File: src/rtl/mac_array_pkg.sv
// Shared MAC-array constants: FP8 field layout, common operand values, feeder states.
// Latency: n/a (types and constants only).
// Backpressure: n/a.
package mac_array_pkg;

  // Operand width (FP8)
  localparam int W = 8;

  // FP8 layout: sign[7], exp[6:4] bias 3, frac[3:0]
  localparam int FP8_SIGN    = 7;
  localparam int FP8_EXP_HI  = 6;
  localparam int FP8_EXP_LO  = 4;
  localparam int FP8_FRAC_HI = 3;
  localparam int FP8_FRAC_LO = 0;
  localparam int FP8_BIAS    = 3;

  localparam logic [W-1:0] FP8_ZERO = 8'h00;
  localparam logic [W-1:0] FP8_ONE  = 8'h30;
  localparam logic [W-1:0] FP8_TWO  = 8'h40;

  // Feeder sequencing states
  typedef enum logic [1:0] {
    ST_IDLE  = 2'd0,
    ST_FEED  = 2'd1,
    ST_FLUSH = 2'd2,
    ST_DONE  = 2'd3
  } feed_state_e;

endpackage

File: src/rtl/systolic_operand_feeder_if.sv
// Host-side load/start bus plus the skewed west/north operand lanes of the feeder.
// Latency: n/a (wiring only).
// Backpressure: none; the array consumes one vector per cycle unconditionally.
interface systolic_operand_feeder_if
  import mac_array_pkg::*;
#(
  parameter int N = 3
);
  localparam int LW = $clog2(N);

  logic          wr_en;
  logic          wr_sel;
  logic [LW-1:0] wr_row;
  logic [LW-1:0] wr_col;
  logic [W-1:0]  wr_data;
  logic          start;
  logic [N*W-1:0] a_out;
  logic [N*W-1:0] b_out;
  logic          busy;
  logic          done;

  modport master (
    output wr_en, wr_sel, wr_row, wr_col, wr_data, start,
    input  a_out, b_out, busy, done
  );

  modport slave (
    input  wr_en, wr_sel, wr_row, wr_col, wr_data, start,
    output a_out, b_out, busy, done
  );

endinterface

File: src/rtl/skew_lane_select.sv
// Picks element (step - lane) of one matrix row/column, or FP8 zero outside the skew window.
// Latency: combinational.
// Backpressure: none.
module skew_lane_select
  import mac_array_pkg::*;
#(
  parameter int N  = 3,
  parameter int LW = $clog2(N),
  parameter int TW = $clog2(3*N-1)
) (
  input  logic [LW-1:0]         lane,
  input  logic [TW-1:0]         step,
  input  logic [N-1:0][W-1:0]   vec,
  output logic [W-1:0]          elem
);

  logic [TW:0] diff;
  logic        hit;

  // Element index is step - lane; the extra MSB flags step < lane
  always_comb begin
    diff = {1'b0, step} - {{(TW+1-LW){1'b0}}, lane};
    hit  = !diff[TW] && (diff[TW-1:0] < TW'(N));
    elem = FP8_ZERO;
    if (hit) begin
      elem = vec[diff[LW-1:0]];
    end
  end

endmodule

File: src/rtl/systolic_operand_feeder.sv
// Stores NxN A/B FP8 matrices and streams them diagonally skewed onto the array's west/north edges.
// Latency: start sampled at edge c -> vector 0 in cycle c, done pulse in cycle c+3N-2+FLUSH.
// Backpressure: none; writes outside IDLE/DONE and starts while busy are dropped.
module systolic_operand_feeder
  import mac_array_pkg::*;
#(
  parameter int N     = 3,
  parameter int FLUSH = 2
) (
  input  logic                        clk,
  input  logic                        rst,
  systolic_operand_feeder_if.slave    io
);

  localparam int LW   = $clog2(N);
  localparam int TW   = $clog2(3*N-1);
  localparam int FW   = (FLUSH > 1) ? $clog2(FLUSH) : 1;
  localparam int LAST = 3*N-3;

  typedef logic [N-1:0][N-1:0][W-1:0] mat_t;

  mat_t           a_mem_q, a_mem_d;
  mat_t           b_mem_q, b_mem_d;
  mat_t           b_cols;
  feed_state_e    state_q, state_d;
  logic [TW-1:0]  t_q, t_d, sel_t;
  logic [FW-1:0]  fl_q, fl_d;
  logic [N*W-1:0] a_out_q, a_out_d, b_out_q, b_out_d;
  logic [N*W-1:0] a_lanes, b_lanes;
  logic           busy_q, busy_d;
  logic           done_q, done_d;
  logic           wr_ok;

  // Write decode; lane selection reads the post-write image so a write alongside start is streamed
  always_comb begin
    a_mem_d = a_mem_q;
    b_mem_d = b_mem_q;
    wr_ok   = io.wr_en && (state_q == ST_IDLE || state_q == ST_DONE)
              && (32'(io.wr_row) < N) && (32'(io.wr_col) < N);
    if (wr_ok) begin
      if (io.wr_sel) b_mem_d[io.wr_row][io.wr_col] = io.wr_data;
      else           a_mem_d[io.wr_row][io.wr_col] = io.wr_data;
    end
  end

  // Transpose B so each north lane sees one column as a contiguous vector
  always_comb begin
    b_cols = '0;
    for (int j = 0; j < N; j++) begin
      for (int k = 0; k < N; k++) begin
        b_cols[j][k] = b_mem_d[k][j];
      end
    end
  end

  for (genvar i = 0; i < N; i++) begin : g_lane
    skew_lane_select #(.N(N), .LW(LW), .TW(TW)) u_a_sel (
      .lane (LW'(i)),
      .step (sel_t),
      .vec  (a_mem_d[i]),
      .elem (a_lanes[i*W +: W])
    );
    skew_lane_select #(.N(N), .LW(LW), .TW(TW)) u_b_sel (
      .lane (LW'(i)),
      .step (sel_t),
      .vec  (b_cols[i]),
      .elem (b_lanes[i*W +: W])
    );
  end

  // Sequencer: next state, step/flush counters and next lane contents
  always_comb begin
    state_d = state_q;
    t_d     = t_q;
    fl_d    = fl_q;
    sel_t   = '0;
    a_out_d = '0;
    b_out_d = '0;
    busy_d  = 1'b0;
    done_d  = 1'b0;
    case (state_q)
      ST_IDLE: begin
        if (io.start) begin
          state_d = ST_FEED;
          t_d     = '0;
          a_out_d = a_lanes;
          b_out_d = b_lanes;
          busy_d  = 1'b1;
        end
      end
      ST_FEED: begin
        busy_d = 1'b1;
        if (t_q == TW'(LAST)) begin
          state_d = ST_FLUSH;
          fl_d    = '0;
        end else begin
          sel_t   = t_q + TW'(1);
          t_d     = sel_t;
          a_out_d = a_lanes;
          b_out_d = b_lanes;
        end
      end
      ST_FLUSH: begin
        if (fl_q == FW'(FLUSH-1)) begin
          state_d = ST_DONE;
          done_d  = 1'b1;
        end else begin
          fl_d   = fl_q + FW'(1);
          busy_d = 1'b1;
        end
      end
      ST_DONE: begin
        state_d = ST_IDLE;
      end
      default: begin
        state_d = ST_IDLE;
      end
    endcase
  end

  // State, storage and registered outputs; reset also clears both matrices
  always_ff @(posedge clk) begin
    if (rst) begin
      state_q <= ST_IDLE;
      t_q     <= '0;
      fl_q    <= '0;
      a_mem_q <= '0;
      b_mem_q <= '0;
      a_out_q <= '0;
      b_out_q <= '0;
      busy_q  <= 1'b0;
      done_q  <= 1'b0;
    end else begin
      state_q <= state_d;
      t_q     <= t_d;
      fl_q    <= fl_d;
      a_mem_q <= a_mem_d;
      b_mem_q <= b_mem_d;
      a_out_q <= a_out_d;
      b_out_q <= b_out_d;
      busy_q  <= busy_d;
      done_q  <= done_d;
    end
  end

  assign io.a_out = a_out_q;
  assign io.b_out = b_out_q;
  assign io.busy  = busy_q;
  assign io.done  = done_q;

endmodule

File: src/flat_wrapper.sv
// flat-port wrapper written by rule: the top's interface ports become plain ports
module systolic_operand_feeder_flat import mac_array_pkg::*;
#(
  parameter int N     = 3,
  parameter int FLUSH = 2
)
  (clk, rst, io_wr_en, io_wr_sel, io_wr_row, io_wr_col, io_wr_data, io_start, io_a_out, io_b_out, io_busy, io_done);
  systolic_operand_feeder_if #(.N(N)) io_i ();
  input  logic clk;
  input  logic rst;
  input wire logic [$bits(io_i.wr_en)-1:0] io_wr_en;
  input wire logic [$bits(io_i.wr_sel)-1:0] io_wr_sel;
  input wire logic [$bits(io_i.wr_row)-1:0] io_wr_row;
  input wire logic [$bits(io_i.wr_col)-1:0] io_wr_col;
  input wire logic [$bits(io_i.wr_data)-1:0] io_wr_data;
  input wire logic [$bits(io_i.start)-1:0] io_start;
  output wire logic [$bits(io_i.a_out)-1:0] io_a_out;
  output wire logic [$bits(io_i.b_out)-1:0] io_b_out;
  output wire logic [$bits(io_i.busy)-1:0] io_busy;
  output wire logic [$bits(io_i.done)-1:0] io_done;
  assign io_i.wr_en = io_wr_en;
  assign io_i.wr_sel = io_wr_sel;
  assign io_i.wr_row = io_wr_row;
  assign io_i.wr_col = io_wr_col;
  assign io_i.wr_data = io_wr_data;
  assign io_i.start = io_start;
  assign io_a_out = io_i.a_out;
  assign io_b_out = io_i.b_out;
  assign io_busy = io_i.busy;
  assign io_done = io_i.done;
  systolic_operand_feeder #(.N(N), .FLUSH(FLUSH)) u_core (.clk(clk), .rst(rst), .io(io_i));
endmodule
File: config.mk
export PLATFORM = sky130hd
export DESIGN_NAME = systolic_operand_feeder_flat
export DESIGN_NICKNAME = d
export VERILOG_FILES = /design/src/rtl/mac_array_pkg.sv /design/src/rtl/systolic_operand_feeder_if.sv /design/src/rtl/skew_lane_select.sv /design/src/rtl/systolic_operand_feeder.sv /design/src/flat_wrapper.sv
export SDC_FILE = /design/constraint.sdc
export NUM_CORES = 1
export LEC_CHECK = 0
export BUFFER_PORTS_ARGS = -buffer_cell sky130_fd_sc_hd__buf_4
export CORE_MARGIN = 4
export CORE_UTILIZATION = 50
export DETAILED_ROUTE_END_ITERATION = 8
export MAX_ROUTING_LAYER = met4
export PLACE_DENSITY_LB_ADDON = 0.15
export REMOVE_ABC_BUFFERS = 1
export SYNTH_ARGS = -nofsm -noshare
export SYNTH_HDL_FRONTEND = slang
export SYNTH_SLANG_ARGS = --single-unit
File: constraint.sdc
create_clock -name clk -period 10.91 [get_ports clk]
set_input_delay 2.182 -clock clk [delete_from_list [all_inputs] [get_ports clk]]
set_output_delay 2.182 -clock clk [all_outputs]
set_load 0.01 [all_outputs]
==> impl_metrics.yaml <==
setup_path:
  worstSetupEndpoint: "u_core.io.b_out[23]"
  r2r_slack_ns: 6.40
  crit_start: "u_core.t_q[0]"
  required_ns: 11.24
  setup.worst_path.start_class: "flip-flop"
  cp_slowest_cell: "nand3_1"
  r2r-start: "u_core.t_q[0]"
  crit_top_cell: "ha_1"
  crit_chain: "clkinv_1, ha_1, a21bo_2, nor2_1, inv_1, ha_1, nor3_1, nand3_1, o221ai_1"
  ff2ff_path_depth: 9
  critical_path_class: "flip-flop to flip-flop"
  critPathArrivalTime_ns: 4.84
  critPathMaxFanout: 21
  rr_endpoint: "u_core.io.b_out[23]"
  cp_slowest_stage_delay_ns: 0.71
  critPathCaptureType: "flip-flop"
die:
  dieArea_mm2: 0.0200
  core_mm2: 0.0174
  start_util: 0.512
  die_x_um: 141
  ios: 67
  rows: 48
  die_y_um: 141
timing:
  holdWs_ns: 0.438
  skew_ns: 0.00851
  layout_min_cycle_time_ns: 4.51
  fmax_mhz: 222
  finalMaxSlewViolations: 0
  maxSlewHeadroom: 0.339
  timing.final.crit_share: 0.413
  tightestPinTransition_ns: 0.990
  setup_viol: 0
  hold_viol_final: 0
  rsz0062_at_grt: "false"
  fin_tns_setup_ns: 0
yosys:
  synthArstFlopShare: 0
  avgSynthCellArea_um2: 9.12
  synth_warnings: 0
  synthFlopType: "dfxtp_1"
  synthCells: 975
  synth_edf_count: 0
  netlist_area_mm2: 0.00889
  ys_seq_area_frac: 0.450
  ys_ff_latch: 200
  ys_types: 69
placement:
  dp_hpwl_um: 13700
  routabilityCongestion: 0.843
  port_buffers: 66
  placed_area_mm2: 0.00937
grt:
  grt.total_usage: 0.234
  use_met1: 0.315
  grt_max_degree: 94
  grt_pass1_vias: 6952
  use_met2: 0.364
  busiest_layer: "met2"
  grt_pass1_wl_um: 36500
  grt-ovfl-total: 0
  grt_use_met3: 0.0489
  antenna_found_initial: 0
clock_network:
  cts_buffers: 17
  clk_latency_ns: 0.44
  htree_levels: 4
  post_cts_resize_count: 0
  post_cts_buffers: 0
  clk_pin_slew_ns: 0.07
  ctsLongestPathBuffers: 2
  cts_tree: "done"
  holdBufCountCts: 0
  ctsRootBufferMaster: "clkbuf_16"
  cts_sinks: 200
detailed_routing:
  drc: 0
  firstDrtPassIters: 5
  ant_nets: 0
  drt_iter0_markers: 637
  vias_per_cell: 5.99
  wl_per_cell_um: 18.6
  wirelength_um: 22600
  dr_total_vias: 7300
hold_path:
  hp-start: "u_core.fl_q"
  hp-class: "flip-flop to flip-flop"
  holdPathStages: 2
final_layout:
  fin_area_mm2: 0.0100
  final_cell_mix: "dfxtp_1, nor2_1, buf_4, mux2i_1"
  num-fill-cells: 1557
  antenna_cells: 0
  final_util: 0.576
  nNetsFinal: 1008
  final_common_cell: "dfxtp_1"
  drive_gt1_frac: 0.153
  syn_to_final_growth_pct: 12.5
power_and_ir_drop:
  pwr-share-seq: 0.414
  internal_power_uw: 1300
  combPwrFrac: 0.219
  irDropWorstVdd_uv: 132
  power_density_mw_per_mm2: 186
  swShare: 0.304
  p_sw_uw: 566
  p_leak_uw: 0.00396
  power_frac_clock: 0.367
run_status:
  status: "finished, final reports clean"
run:
  drv_cap: 0
==> layer usage <==
| metal | vias up | share of wire | wire length (µm) |
|---|---|---|---|
| li1 | 3551 | - | - |
| met1 | 3543 | 0.47 | 10700 |
| met2 | 191 | 0.47 | 10500 |
| met3 | 15 | 0.055 | 1240 |
| met4 | 0 | 0.0078 | 176 |
| met5 | - | 0 | 0 |
==> logic make-up after synthesis <==
logic type / share of synthesized area
fa+ha+maj: 0.0141
mux: 0.0788
compound gates: 0.224
buf+inv: 0.0474
xor+xnor: 0.000985
flops: 0.450
simple gates: 0.185
==> critical path, delay by kind of cell (launching register included) <==
kind / cells / cell delay, ns
buffers and inverters: 2 / 0.86
AND/OR/NAND/NOR: 3 / 1.59
adder cells (fa/ha/maj): 2 / 0.82
flip-flops: 1 / 0.33
AO/OA/AOI/OAI: 2 / 0.80
==> power groups by stage <==
| stage | Sequential, µW | Clock, µW | Combinational [µW] |
|---|---|---|---|
| after global routing | 776 | 725 | 449 |
| after CTS | 773 | 692 | 406 |
| after floorplan | 801 | 0 | 230 |
| final | 772 | 683 | 408 |
| after detailed placement | 789 | 0 | 405 |
| after global placement | 789 | 0 | 404 |
==> registers in the layout (all words and copies together) (netlist names) <==
| signal | count |
|---|---|
| u_core.a_mem_q | 72 |
| u_core.b_mem_q | 72 |
| u_core.fl_q | 1 |
| u_core.io.a_out | 24 |
| u_core.io.b_out | 24 |
| u_core.io.busy | 1 |
| u_core.io.done | 1 |
| u_core.state_q | 2 |
| u_core.t_q | 3 |
==> cell usage after synthesis (all sizes together), types with 3 or more instances <==
master / n / area, µm²
clkbuf: 55 / 206
o32ai: 25 / 219
nand2: 55 / 219
nor3: 10 / 76.3
o221ai: 8 / 70.1
dfxtp: 200 / 4000
a21boi: 38 / 289
nor2: 132 / 505
a221oi: 13 / 126
o21ai: 41 / 205
inv: 7 / 26.3
mux2i: 61 / 611
a2111oi: 4 / 61.3
buf: 34 / 185
and2: 6 / 37.5
o31ai: 13 / 97.6
o21a: 6 / 45.0
a211oi: 39 / 293
a21oi: 59 / 295
o21ba: 17 / 170
nor3b: 6 / 60.1
o22ai: 6 / 37.5
ha: 10 / 125
mux2: 8 / 90.1
nand3: 16 / 80.1
nand2b: 6 / 37.5
nor2b: 4 / 25.0
nor4: 6 / 37.5
or4: 3 / 22.5
and3: 59 / 369
==> through the flow <==
stage	setup slack [ns]	cells	power [µW]
6_report	6.40	1218	1860
5_1_grt	6.04	1218	1950
4_1_cts	6.47	1218	1870
3_5_place_dp	6.43	1187	1190
3_3_place_gp	6.54	1187	1190
2_1_floorplan	6.63	886	1030
==> worst min path at each step <==
stage | slack, ns | end
after floorplan | 0.42 | u_core.io.done
after global placement | 0.44 | u_core.io.done
after CTS | 0.45 | u_core.io.done
after global routing | 0.47 | u_core.b_mem_q[52]
final | 0.44 | u_core.io.done
after detailed placement | 0.44 | u_core.io.done
==> final cells by class <==
class	instances	area (µm²)	area share
well taps	225	282	0.0281
repair buffers	76	571	0.0570
multi-input cells	678	4480	0.448
inverters	8	30.0	0.00300
clock inverters	10	166	0.0166
clock buffers	21	470	0.0470
flip-flops and latches	200	4000	0.400
Power figures use the tool's default switching activity.
